<file path="src/rtl/id_queue_stage.sv">
// id_queue_stage: DEPTH-entry fetch queue feeding a registered RV64I(+W) decoder with a valid/ready output.
// Define ID_PERF_CNT_EN to add the perf_issued/perf_stall handshake counters.
module id_queue_stage #(
   parameter  int XLEN  = 64,
   parameter  int DEPTH = 4,
   localparam int PTR_W = $clog2(DEPTH)
) (
   input  logic            clk,
   input  logic            rst,
   input  logic            in_valid,
   output logic            in_ready,
   input  logic [XLEN-1:0] in_pc,
   input  logic [31:0]     in_inst,
   input  logic            flush,
   output logic            dec_valid,
   input  logic            dec_ready,
   output logic [XLEN-1:0] dec_pc,
   output logic [4:0]      dec_rs1,
   output logic [4:0]      dec_rs2,
   output logic [4:0]      dec_rd,
   output logic            dec_reg_wen,
   output logic [XLEN-1:0] dec_imm,
   output logic [3:0]      dec_alu_op,
   output logic [1:0]      dec_alu_src,
   output logic            dec_word,
   output logic            dec_branch,
   output logic            dec_jump,
   output logic            dec_jalr,
   output logic            dec_mem_rd,
   output logic            dec_mem_wr,
   output logic [2:0]      dec_funct3,
   output logic            dec_illegal,
   output logic            dec_ebreak,
   output logic            halted
`ifdef ID_PERF_CNT_EN
   ,
   output logic [63:0]     perf_issued,
   output logic [63:0]     perf_stall
`endif
);

   localparam logic [6:0] OPC_LUI     = 7'b0110111;
   localparam logic [6:0] OPC_AUIPC   = 7'b0010111;
   localparam logic [6:0] OPC_JAL     = 7'b1101111;
   localparam logic [6:0] OPC_JALR    = 7'b1100111;
   localparam logic [6:0] OPC_BRANCH  = 7'b1100011;
   localparam logic [6:0] OPC_LOAD    = 7'b0000011;
   localparam logic [6:0] OPC_STORE   = 7'b0100011;
   localparam logic [6:0] OPC_OPIMM   = 7'b0010011;
   localparam logic [6:0] OPC_OP      = 7'b0110011;
   localparam logic [6:0] OPC_OPIMM32 = 7'b0011011;
   localparam logic [6:0] OPC_OP32    = 7'b0111011;
   localparam logic [6:0] OPC_SYSTEM  = 7'b1110011;
   localparam logic [31:0] INST_EBREAK = 32'h0010_0073;

   localparam logic [3:0] ALU_ADD  = 4'd0;
   localparam logic [3:0] ALU_SUB  = 4'd1;
   localparam logic [3:0] ALU_AND  = 4'd2;
   localparam logic [3:0] ALU_OR   = 4'd3;
   localparam logic [3:0] ALU_XOR  = 4'd4;
   localparam logic [3:0] ALU_SLL  = 4'd5;
   localparam logic [3:0] ALU_SRL  = 4'd6;
   localparam logic [3:0] ALU_SRA  = 4'd7;
   localparam logic [3:0] ALU_SLT  = 4'd8;
   localparam logic [3:0] ALU_SLTU = 4'd9;

   localparam logic [1:0] SRC_RR = 2'd0;
   localparam logic [1:0] SRC_RI = 2'd1;
   localparam logic [1:0] SRC_PI = 2'd2;
   localparam logic [1:0] SRC_P4 = 2'd3;

   localparam logic [PTR_W:0] FULL_CNT = (PTR_W+1)'(DEPTH);

   typedef struct packed {
      logic [XLEN-1:0]        pc;
      logic [4:0]             rs1;
      logic [4:0]             rs2;
      logic [4:0]             rd;
      logic                   reg_wen;
      logic signed [XLEN-1:0] imm;
      logic [3:0]             alu_op;
      logic [1:0]             alu_src;
      logic                   word;
      logic                   branch;
      logic                   jump;
      logic                   jalr;
      logic                   mem_rd;
      logic                   mem_wr;
      logic [2:0]             funct3;
      logic                   illegal;
      logic                   ebreak;
   } bundle_t;

   typedef enum logic {S_RUN, S_HALT} state_t;

   function automatic logic signed [XLEN-1:0] imm_i(input logic [31:0] inst);
      return {{(XLEN-12){inst[31]}}, inst[31:20]};
   endfunction

   function automatic logic signed [XLEN-1:0] imm_s(input logic [31:0] inst);
      return {{(XLEN-12){inst[31]}}, inst[31:25], inst[11:7]};
   endfunction

   function automatic logic signed [XLEN-1:0] imm_b(input logic [31:0] inst);
      return {{(XLEN-13){inst[31]}}, inst[31], inst[7], inst[30:25], inst[11:8], 1'b0};
   endfunction

   function automatic logic signed [XLEN-1:0] imm_u(input logic [31:0] inst);
      return {{(XLEN-32){inst[31]}}, inst[31:12], 12'b0};
   endfunction

   function automatic logic signed [XLEN-1:0] imm_j(input logic [31:0] inst);
      return {{(XLEN-21){inst[31]}}, inst[31], inst[19:12], inst[20], inst[30:21], 1'b0};
   endfunction

   // funct3 -> ALU op; alt selects SUB/SRA for the encodings that have an alternate form
   function automatic logic [3:0] alu_f3(input logic [2:0] f3, input logic alt);
      case (f3)
         3'd0:    return alt ? ALU_SUB : ALU_ADD;
         3'd1:    return ALU_SLL;
         3'd2:    return ALU_SLT;
         3'd3:    return ALU_SLTU;
         3'd4:    return ALU_XOR;
         3'd5:    return alt ? ALU_SRA : ALU_SRL;
         3'd6:    return ALU_OR;
         default: return ALU_AND;
      endcase
   endfunction

   function automatic logic f7_bad(input logic [6:0] f7, input logic [2:0] f3);
      return !((f7 == 7'h00) || ((f7 == 7'h20) && ((f3 == 3'd0) || (f3 == 3'd5))));
   endfunction

   function automatic bundle_t decode(input logic [31:0] inst, input logic [XLEN-1:0] pc);
      bundle_t    b;
      logic [6:0] f7;
      logic [5:0] f6;
      logic [2:0] f3;
      logic       bad;
      b      = '0;
      bad    = 1'b0;
      f7     = inst[31:25];
      f6     = inst[31:26];
      f3     = inst[14:12];
      b.pc     = pc;
      b.funct3 = f3;
      case (inst[6:0])
         OPC_LUI: begin
            b.rd = inst[11:7]; b.reg_wen = 1'b1; b.imm = imm_u(inst); b.alu_src = SRC_RI;
         end
         OPC_AUIPC: begin
            b.rd = inst[11:7]; b.reg_wen = 1'b1; b.imm = imm_u(inst); b.alu_src = SRC_PI;
         end
         OPC_JAL: begin
            b.rd = inst[11:7]; b.reg_wen = 1'b1; b.imm = imm_j(inst); b.alu_src = SRC_P4;
            b.jump = 1'b1;
         end
         OPC_JALR: begin
            b.rd = inst[11:7]; b.rs1 = inst[19:15]; b.reg_wen = 1'b1; b.imm = imm_i(inst);
            b.alu_src = SRC_P4; b.jump = 1'b1; b.jalr = 1'b1;
            bad = (f3 != 3'd0);
         end
         OPC_BRANCH: begin
            b.rs1 = inst[19:15]; b.rs2 = inst[24:20]; b.imm = imm_b(inst); b.branch = 1'b1;
            b.alu_op = f3[2] ? (f3[1] ? ALU_SLTU : ALU_SLT) : ALU_SUB;
            bad = (f3[2:1] == 2'b01);
         end
         OPC_LOAD: begin
            b.rd = inst[11:7]; b.rs1 = inst[19:15]; b.reg_wen = 1'b1; b.imm = imm_i(inst);
            b.alu_src = SRC_RI; b.mem_rd = 1'b1;
            bad = (f3 == 3'd7);
         end
         OPC_STORE: begin
            b.rs1 = inst[19:15]; b.rs2 = inst[24:20]; b.imm = imm_s(inst);
            b.alu_src = SRC_RI; b.mem_wr = 1'b1;
            bad = f3[2];
         end
         OPC_OPIMM: begin
            // 64-bit shift amounts are 6 bits wide, so only funct6 qualifies the shift
            b.rd = inst[11:7]; b.rs1 = inst[19:15]; b.reg_wen = 1'b1; b.imm = imm_i(inst);
            b.alu_src = SRC_RI;
            b.alu_op = alu_f3(f3, (f3 == 3'd5) && (f6 == 6'h10));
            bad = ((f3 == 3'd1) && (f6 != 6'h00)) ||
                  ((f3 == 3'd5) && (f6 != 6'h00) && (f6 != 6'h10));
         end
         OPC_OP: begin
            b.rd = inst[11:7]; b.rs1 = inst[19:15]; b.rs2 = inst[24:20]; b.reg_wen = 1'b1;
            b.alu_src = SRC_RR; b.alu_op = alu_f3(f3, f7[5]);
            bad = f7_bad(f7, f3);
         end
         OPC_OPIMM32: begin
            b.rd = inst[11:7]; b.rs1 = inst[19:15]; b.reg_wen = 1'b1; b.imm = imm_i(inst);
            b.alu_src = SRC_RI; b.word = 1'b1;
            b.alu_op = alu_f3(f3, (f3 == 3'd5) && f7[5]);
            bad = !((f3 == 3'd0) || (f3 == 3'd1) || (f3 == 3'd5)) ||
                  ((f3 != 3'd0) && f7_bad(f7, f3));
         end
         OPC_OP32: begin
            b.rd = inst[11:7]; b.rs1 = inst[19:15]; b.rs2 = inst[24:20]; b.reg_wen = 1'b1;
            b.alu_src = SRC_RR; b.word = 1'b1; b.alu_op = alu_f3(f3, f7[5]);
            bad = !((f3 == 3'd0) || (f3 == 3'd1) || (f3 == 3'd5)) || f7_bad(f7, f3);
         end
         OPC_SYSTEM: begin
            if (inst == INST_EBREAK) b.ebreak = 1'b1;
            else                     bad = 1'b1;
         end
         default: bad = 1'b1;
      endcase
      if (b.rd == 5'd0) b.reg_wen = 1'b0;
      if (bad) begin
         b.illegal = 1'b1;
         b.reg_wen = 1'b0;
         b.mem_wr  = 1'b0;
         b.branch  = 1'b0;
         b.jump    = 1'b0;
      end
      return b;
   endfunction

   logic [XLEN-1:0]  q_pc   [DEPTH];
   logic [31:0]      q_inst [DEPTH];
   logic [PTR_W-1:0] wr_ptr, rd_ptr;
   logic [PTR_W:0]   count;
   logic             full, empty, push, pop;
   state_t           state, state_nxt;
   bundle_t          head_p0, bnd_p1;
   logic             vld_p1;

   assign full  = (count == FULL_CNT);
   assign empty = (count == '0);
   assign push  = in_valid && in_ready;

   // ---- stage p0: queue head decoded combinationally ----
   always_comb head_p0 = decode(q_inst[rd_ptr], q_pc[rd_ptr]);

   always_comb begin
      state_nxt = state;
      in_ready  = 1'b0;
      pop       = 1'b0;
      case (state)
         S_RUN: begin
            in_ready = !full;
            pop      = !empty && (!vld_p1 || dec_ready);
            if (pop && (head_p0.illegal || head_p0.ebreak)) state_nxt = S_HALT;
         end
         S_HALT: begin
         end
         default: state_nxt = S_RUN;
      endcase
      if (flush) state_nxt = S_RUN;
   end

   always_ff @(posedge clk or posedge rst) begin
      if (rst) state <= S_RUN;
      else     state <= state_nxt;
   end

   always_ff @(posedge clk or posedge rst) begin
      if (rst) begin
         wr_ptr <= '0;
         rd_ptr <= '0;
         count  <= '0;
      end else if (flush) begin
         wr_ptr <= '0;
         rd_ptr <= '0;
         count  <= '0;
      end else begin
         if (push) wr_ptr <= wr_ptr + PTR_W'(1);
         if (pop)  rd_ptr <= rd_ptr + PTR_W'(1);
         case ({push, pop})
            2'b10:   count <= count + (PTR_W+1)'(1);
            2'b01:   count <= count - (PTR_W+1)'(1);
            default: count <= count;
         endcase
      end
   end

   always_ff @(posedge clk) begin
      if (push && !flush) begin
         q_pc[wr_ptr]   <= in_pc;
         q_inst[wr_ptr] <= in_inst;
      end
   end

   // ---- stage p1: registered bundle presented to execute ----
   always_ff @(posedge clk or posedge rst) begin
      if (rst) begin
         vld_p1 <= 1'b0;
         bnd_p1 <= '0;
      end else if (flush) begin
         vld_p1 <= 1'b0;
      end else if (pop) begin
         vld_p1 <= 1'b1;
         bnd_p1 <= head_p0;
      end else if (dec_ready) begin
         vld_p1 <= 1'b0;
      end
   end

   assign dec_valid   = vld_p1;
   assign dec_pc      = bnd_p1.pc;
   assign dec_rs1     = bnd_p1.rs1;
   assign dec_rs2     = bnd_p1.rs2;
   assign dec_rd      = bnd_p1.rd;
   assign dec_reg_wen = bnd_p1.reg_wen;
   assign dec_imm     = bnd_p1.imm;
   assign dec_alu_op  = bnd_p1.alu_op;
   assign dec_alu_src = bnd_p1.alu_src;
   assign dec_word    = bnd_p1.word;
   assign dec_branch  = bnd_p1.branch;
   assign dec_jump    = bnd_p1.jump;
   assign dec_jalr    = bnd_p1.jalr;
   assign dec_mem_rd  = bnd_p1.mem_rd;
   assign dec_mem_wr  = bnd_p1.mem_wr;
   assign dec_funct3  = bnd_p1.funct3;
   assign dec_illegal = bnd_p1.illegal;
   assign dec_ebreak  = bnd_p1.ebreak;
   assign halted      = (state == S_HALT);

`ifdef ID_PERF_CNT_EN
   always_ff @(posedge clk or posedge rst) begin
      if (rst) begin
         perf_issued <= '0;
         perf_stall  <= '0;
      end else begin
         if (vld_p1 && dec_ready)  perf_issued <= perf_issued + 64'd1;
         if (vld_p1 && !dec_ready) perf_stall  <= perf_stall + 64'd1;
      end
   end
`endif

endmodule
</file>
<file path="config.mk">
export PLATFORM = sky130hd
export DESIGN_NAME = id_queue_stage
export DESIGN_NICKNAME = d
export VERILOG_FILES = /design/src/rtl/id_queue_stage.sv
export SDC_FILE = /design/constraint.sdc
export NUM_CORES = 1
export LEC_CHECK = 0
export ABC_AREA = 1
export BUFFER_PORTS_ARGS = -buffer_cell sky130_fd_sc_hd__buf_4
export CAP_MARGIN = 5
export CORE_MARGIN = 4
export CORE_UTILIZATION = 60
export CTS_BUF_LIST = sky130_fd_sc_hd__clkbuf_2 sky130_fd_sc_hd__clkbuf_4 sky130_fd_sc_hd__clkbuf_8
export CTS_CLUSTER_SIZE = 14
export DETAILED_ROUTE_END_ITERATION = 6
export GPL_TIMING_DRIVEN = 1
export HOLD_SLACK_MARGIN = 0.02
export PLACE_DENSITY = 0.82
export SLEW_MARGIN = 20
export SYNTH_ARGS = -nofsm -noshare
export SYNTH_HDL_FRONTEND = slang
export SYNTH_SLANG_ARGS = --single-unit
</file>
<file path="constraint.sdc">
create_clock -name clk -period 5.9 [get_ports clk]
set_input_delay 0.295 -clock clk [delete_from_list [all_inputs] [get_ports clk]]
set_output_delay 0.295 -clock clk [all_outputs]
set_load 0.02 [all_outputs]
</file>
# Word level (Yosys, flattened, before mapping)
# Memories as Yosys holds them, arrays and structs flattened. A register that Yosys moved wholly into a read port is not among the register bits.
# Index checks and enable logic that the tools add are counted.
# classes
n_eq_ne,27
mux,48
addsub,4
bitwise_logic,1
n_reduce_logical,47
# ops
cell,count
$pmux 64 s5,1
$pmux 4 s7,3
$eq 7x6->1 const B,5
$eq 32x21->1 const B,1
$mux 1,30
$eq 7x7->1 const B,4
$eq 7x5->1 const B,3
$pmux 4 s4,1
$eq 3x3->1 const B,5
$logic_and 1x1->1,11
$mux 2,5
$mux 5,2
$pmux 1 s10,1
$logic_or 1x1->1,9
$reduce_bool 3->1,3
$reduce_or 9->1,1
$reduce_or 2->1,4
$reduce_or 4->1,2
$reduce_or 8->1,1
$eq 7x2->1 const B,1
$logic_not 7->1,1
$eq 3x2->1 const B,2
$eq 6x5->1 const B,1
$logic_not 1->1,6
other kinds (20),24
# word_totals
ff_bits,106
mem_count,2
ramBits,384
# memory_table
memory,words,width,rd,rd_ports_with_merged_regs,write_ports,line,rtl
q_pc,4,64,1,1,1,220,logic [XLEN-1:0] q_pc [DEPTH];
q_inst,4,32,1,0,1,221,logic [31:0] q_inst [DEPTH];

# Logic depth before layout (Yosys ltp)
# An unclocked memory read counts as a cell.
# depth
ltp_word,15
ltp_mapped,19

# Least setup slack after synthesis
# OpenSTA, ideal clock, no wires.
# synth_timing
kind,register -> register
start,reg state (netlist: halted)
end,"mem q_inst[0][0], enable pin"
synth_period_minus_slack_ns,5.815
t_required_ns,5.349
path_buffers,0
stages_incl_launch_ff,6
t_arrival_ns,5.263
path_slack_ns,0.085
cell_sequence,dfrtp_1 > a31oi_1 > nand2_1 > inv_1 > nand2_1 > nor2_1
# synth_via
elab_chain_cells,5
# synth_rtl
item,line,rtl
"start, declared",225,"state_t state, state_nxt;"
"start signal, assigned",255,else state <= state_nxt;
$mux 1,240,case (state)
via in_ready,11,"output logic in_ready,"
$logic_and 1x1->1,231,assign push = in_valid && in_ready;
$logic_and 1x1->1,279,if (push && !flush) begin
$mux 1,279,
$mux 1 (implied by the code),281,q_inst[wr_ptr] <= in_inst;
"end, declared",221,
# The timed path passes the listed nets, and every way through them passes these cells.

# Final worst setup path
# layout_timing
start,reg rd_ptr[0]
end,"reg bnd_p1, in the netlist dec_mem_wr"
# layout_via
elab_chain_cells,10
elab_cells_between_ends,43
classes_between,eq/ne (19); mux (4); reduce/logical (19); memory (1)
# layout_rtl
item,line,rtl
"start, declared",222,"logic [PTR_W-1:0] wr_ptr, rd_ptr;"
"start signal, assigned",269,if (pop) rd_ptr <= rd_ptr + PTR_W'(1);
$mem_v2 4x32 *,--,
$eq 3x3->1 or $logic_not 3->1 (tied branches),--,
$logic_or 1x1->1,131,return !((f7 == 7'h00) || ((f7 == 7'h20) && ((f3 == 3'd0) || (f3 == 3'd5))));
$logic_and 1x1->1,131,
$logic_or 1x1->1,131,
$logic_not 1->1,131,
$logic_and 1x1->1,196,"((f3 != 3'd0) && f7_bad(f7, f3));"
$logic_or 1x1->1,195,bad = !((f3 == 3'd0) || (f3 == 3'd1) || (f3 == 3'd5)) ||
$pmux 1 s10,147,case (inst[6:0])
$mux 1 *,210,if (bad) begin
"end signal, assigned",294,bnd_p1 <= head_p0;
"end, declared",226,"bundle_t head_p0, bnd_p1;"
# Mark *: on every way between the ends. The rest lies on a longest branch, timed or not.
# A chain may end at the register's enable or synchronous reset.

==> flow_summary.ini <==
[critical_path]
worstSetupPathType = register to register
r2r-end = dec_mem_wr
r2r-start = rd_ptr[0]
worst-r2r-cell-count = 15
worstSetupStartpointType = register
end_kind = register
required_ns = 6.45
crit_end = dec_mem_wr
arrival_ns = 4.44
cp_max_fo = 111
crit_start = rd_ptr[0]
ff2ff_setup_slack_ns = 2.02

[hold_path]
hp-class = input pin to asynchronous set/reset pin

[final_layout]
fillers = 2029
final_area_um2 = 25500
utilization = 0.756
synthToLayoutAreaGrowth_pct = 23.2
drive_gt1_frac = 0.204
fin_nets = 2249

[sta]
rsz0062_at_grt = false
period_needed_ns = 3.88
max_freq_ghz = 0.258
worstMarginPinSlew_ns = 0.918
fin_setup_tns_ns = 0
setup_viol = 0
maxSlewHeadroom = 0.388
fin_skew_ns = 0.0307
post-route-period-util = 0.658
maxSlewViolCount = 0
finalHoldViolCount = 0

[global_route]
grt_pass1_wl_um = 83200
antenna_found_initial = 5
grt_max_degree = 112
grt_pass1_vias = 15351
grt-ovfl-total = 0
grt_usage = 0.277

[synth]
synthDistinctLibCells = 34
synth_top_area_cell = edfxtp_1
synthesis.nets = 1911
synthArstFlopShare = 0.264
postSynthAreaPerCell_um2 = 11.5
synth_common_cells = nand2_1 (543), edfxtp_1 (384), o21ai_0 (189)
syn_inst = 1805
synthMostInstantiatedCell = nand2_1
yosysTopAreaCellShare = 0.557
ys_ff_latch = 522
ys_warn_count = 0
synth_flop_cell = edfxtp_1
synth_area_leaders = edfxtp_1 (56%), dfrtp_1 (17%), nand2_1 (9.8%)
synth_edf_count = 384
synth-seq-area-share = 0.723
syn-cell-area_um2 = 20700

[place]
place_area_um2 = 22800
finalWeightedCongestion = 0.879
io_buffers = 264
hpwl_um = 30100

[floorplan]
die_area_um2 = 37600
initial_core_util = 0.613
die_y_um = 194
rows = 67
die_w_um = 194
io_pins = 265
coreArea_um2 = 33800

[routing]
ant_nets = 0
via_count = 15208
drt-initial-drc-count = 1299
routed_wirelength_um = 53500
drcViolationCount = 0
wl_per_cell_um = 20.1
routed_via_density = 5.71
first_pass_iters = 6

[cts]
cts_sinks = 522
worstSkewPairLatency_ns = 0.64
cts_resized = 0
clk_pin_slew_ns = 0.06
numCtsBuffers = 81
htree_num_levels = 3
cts_max_path_buffers = 3
tritoncts = yes
clockRootBuffer = clkbuf_8

[run]
maxCapViolCount = 0

[pwr]
power.leakage_uw = 0.0107
powerDensity_nw_per_um2 = 475
ir_drop_uv = 377

[outcome]
outcome = finished, final reports clean
-- routing by layer --
layer	part of all wire	up-vias	GRT usage
li1	-	6874	-
met1	0.38	7414	0.362
met2	0.51	814	0.468
met3	0.082	104	0.0598
met4	0.023	2	0.0957
met5	0.00024	-	0
-- critical path, stage by stage (launching register included) --
cell and delay [ns]:
dfrtp_4 0.76, inv_6 0.77, nand3_1 0.15, nand3_1 0.11
nand2_1 0.14, nor2_1 0.61, nand2_1 0.15, nand2_1 0.19
nor2_1 0.16, nand2_1 0.14, nor2_1 0.05, nor2_1 0.14
nand2_2 0.09, nor2_4 0.13, nand3_1 0.08, nand2_1 0.09
-- through the flow --
stage               power, uW  setup WS, ns  std cells  hold WS, ns
floorplan                7470        0.0855       1805        0.358
global placement         8770          2.12       2407        0.403
detailed placement       8900          2.06       2407        0.402
CTS                     12100          2.01       2657        0.294
global route            12800          1.52       2662        0.326
finish                  12100          2.02       2664        0.307
-- sequential cells by signal, indices dropped and copies added, names as in the netlist, 4 cells and up --
register / cells
q_inst: 128
dec_pc: 64
dec_imm: 32
dec_rs1: 5
dec_rs2: 5
dec_rd: 5
q_pc: 256
dec_alu_op: 4
-- how the worst min path moves through the flow --
stage                from          end  slack (ns)
global route          rst  dec_imm[15]        0.33
CTS                   rst  dec_imm[15]        0.29
finish                rst  dec_imm[15]        0.31
global placement      rst  dec_imm[18]        0.40
detailed placement    rst  dec_imm[15]        0.40
floorplan           flush       halted        0.36
-- kinds of logic (layout without fill, tap and decap cells) --
logic type / Yosys count / count (layout) / synth area share
AO/OA/AOI/OAI: 289 / 289 / 0.0768
XOR/XNOR: 2 / 2 / 0.000846
adder cells (fa/ha/maj): 5 / 5 / 0.00338
buffers and inverters: 177 / 582 / 0.0411
flip-flops: 522 / 522 / 0.723
other: 0 / 6 / 0
AND/OR/NAND/NOR: 810 / 810 / 0.154
-- cells in the final DEF (no fill, tap or decap), types with 69 or more instances in the layout --
cell,synthesis,final
nand2_1,543,543
edfxtp_1,384,384
dlygate4sd3_1,0,100
nand3_1,84,84
buf_4,38,279
clkbuf_8,0,91
dfrtp_1,138,135
o21ai_0,189,189
nor2_1,166,161
o22ai_1,69,69
-- final cells by class --
type / count / area (um^2) / share of cell area
diodes: 6 / 15.0 / 0.000588
clock buffers: 129 / 1540 / 0.0602
clock inverters: 21 / 161 / 0.00632
inverters: 51 / 208 / 0.00814
multi-input cells: 1106 / 4910 / 0.193
flip-flops and latches: 522 / 15000 / 0.587
well taps: 448 / 561 / 0.0220
repair buffers: 381 / 3130 / 0.123
-- report_power, final --
group | leakage (uW) | internal (uW) | switching [uW] | total (uW)
Clock | 0.000903 | 1710 | 1410 | 3120
Combinational | 0.00448 | 1330 | 2760 | 4080
Sequential | 0.00527 | 4510 | 422 | 4930
Total | 0.0107 | 7550 | 4590 | 12100
-- what timing repair did --
| item | CTS | global route |
|---|---|---|
| hold buffers | 100 | 0 |
| hold endpoints to repair | 452 | 0 |
| setup buffers | 0 | 0 |
| endpoints found under the setup margin | 0 | 0 |
Power figures use the tool's default switching activity.
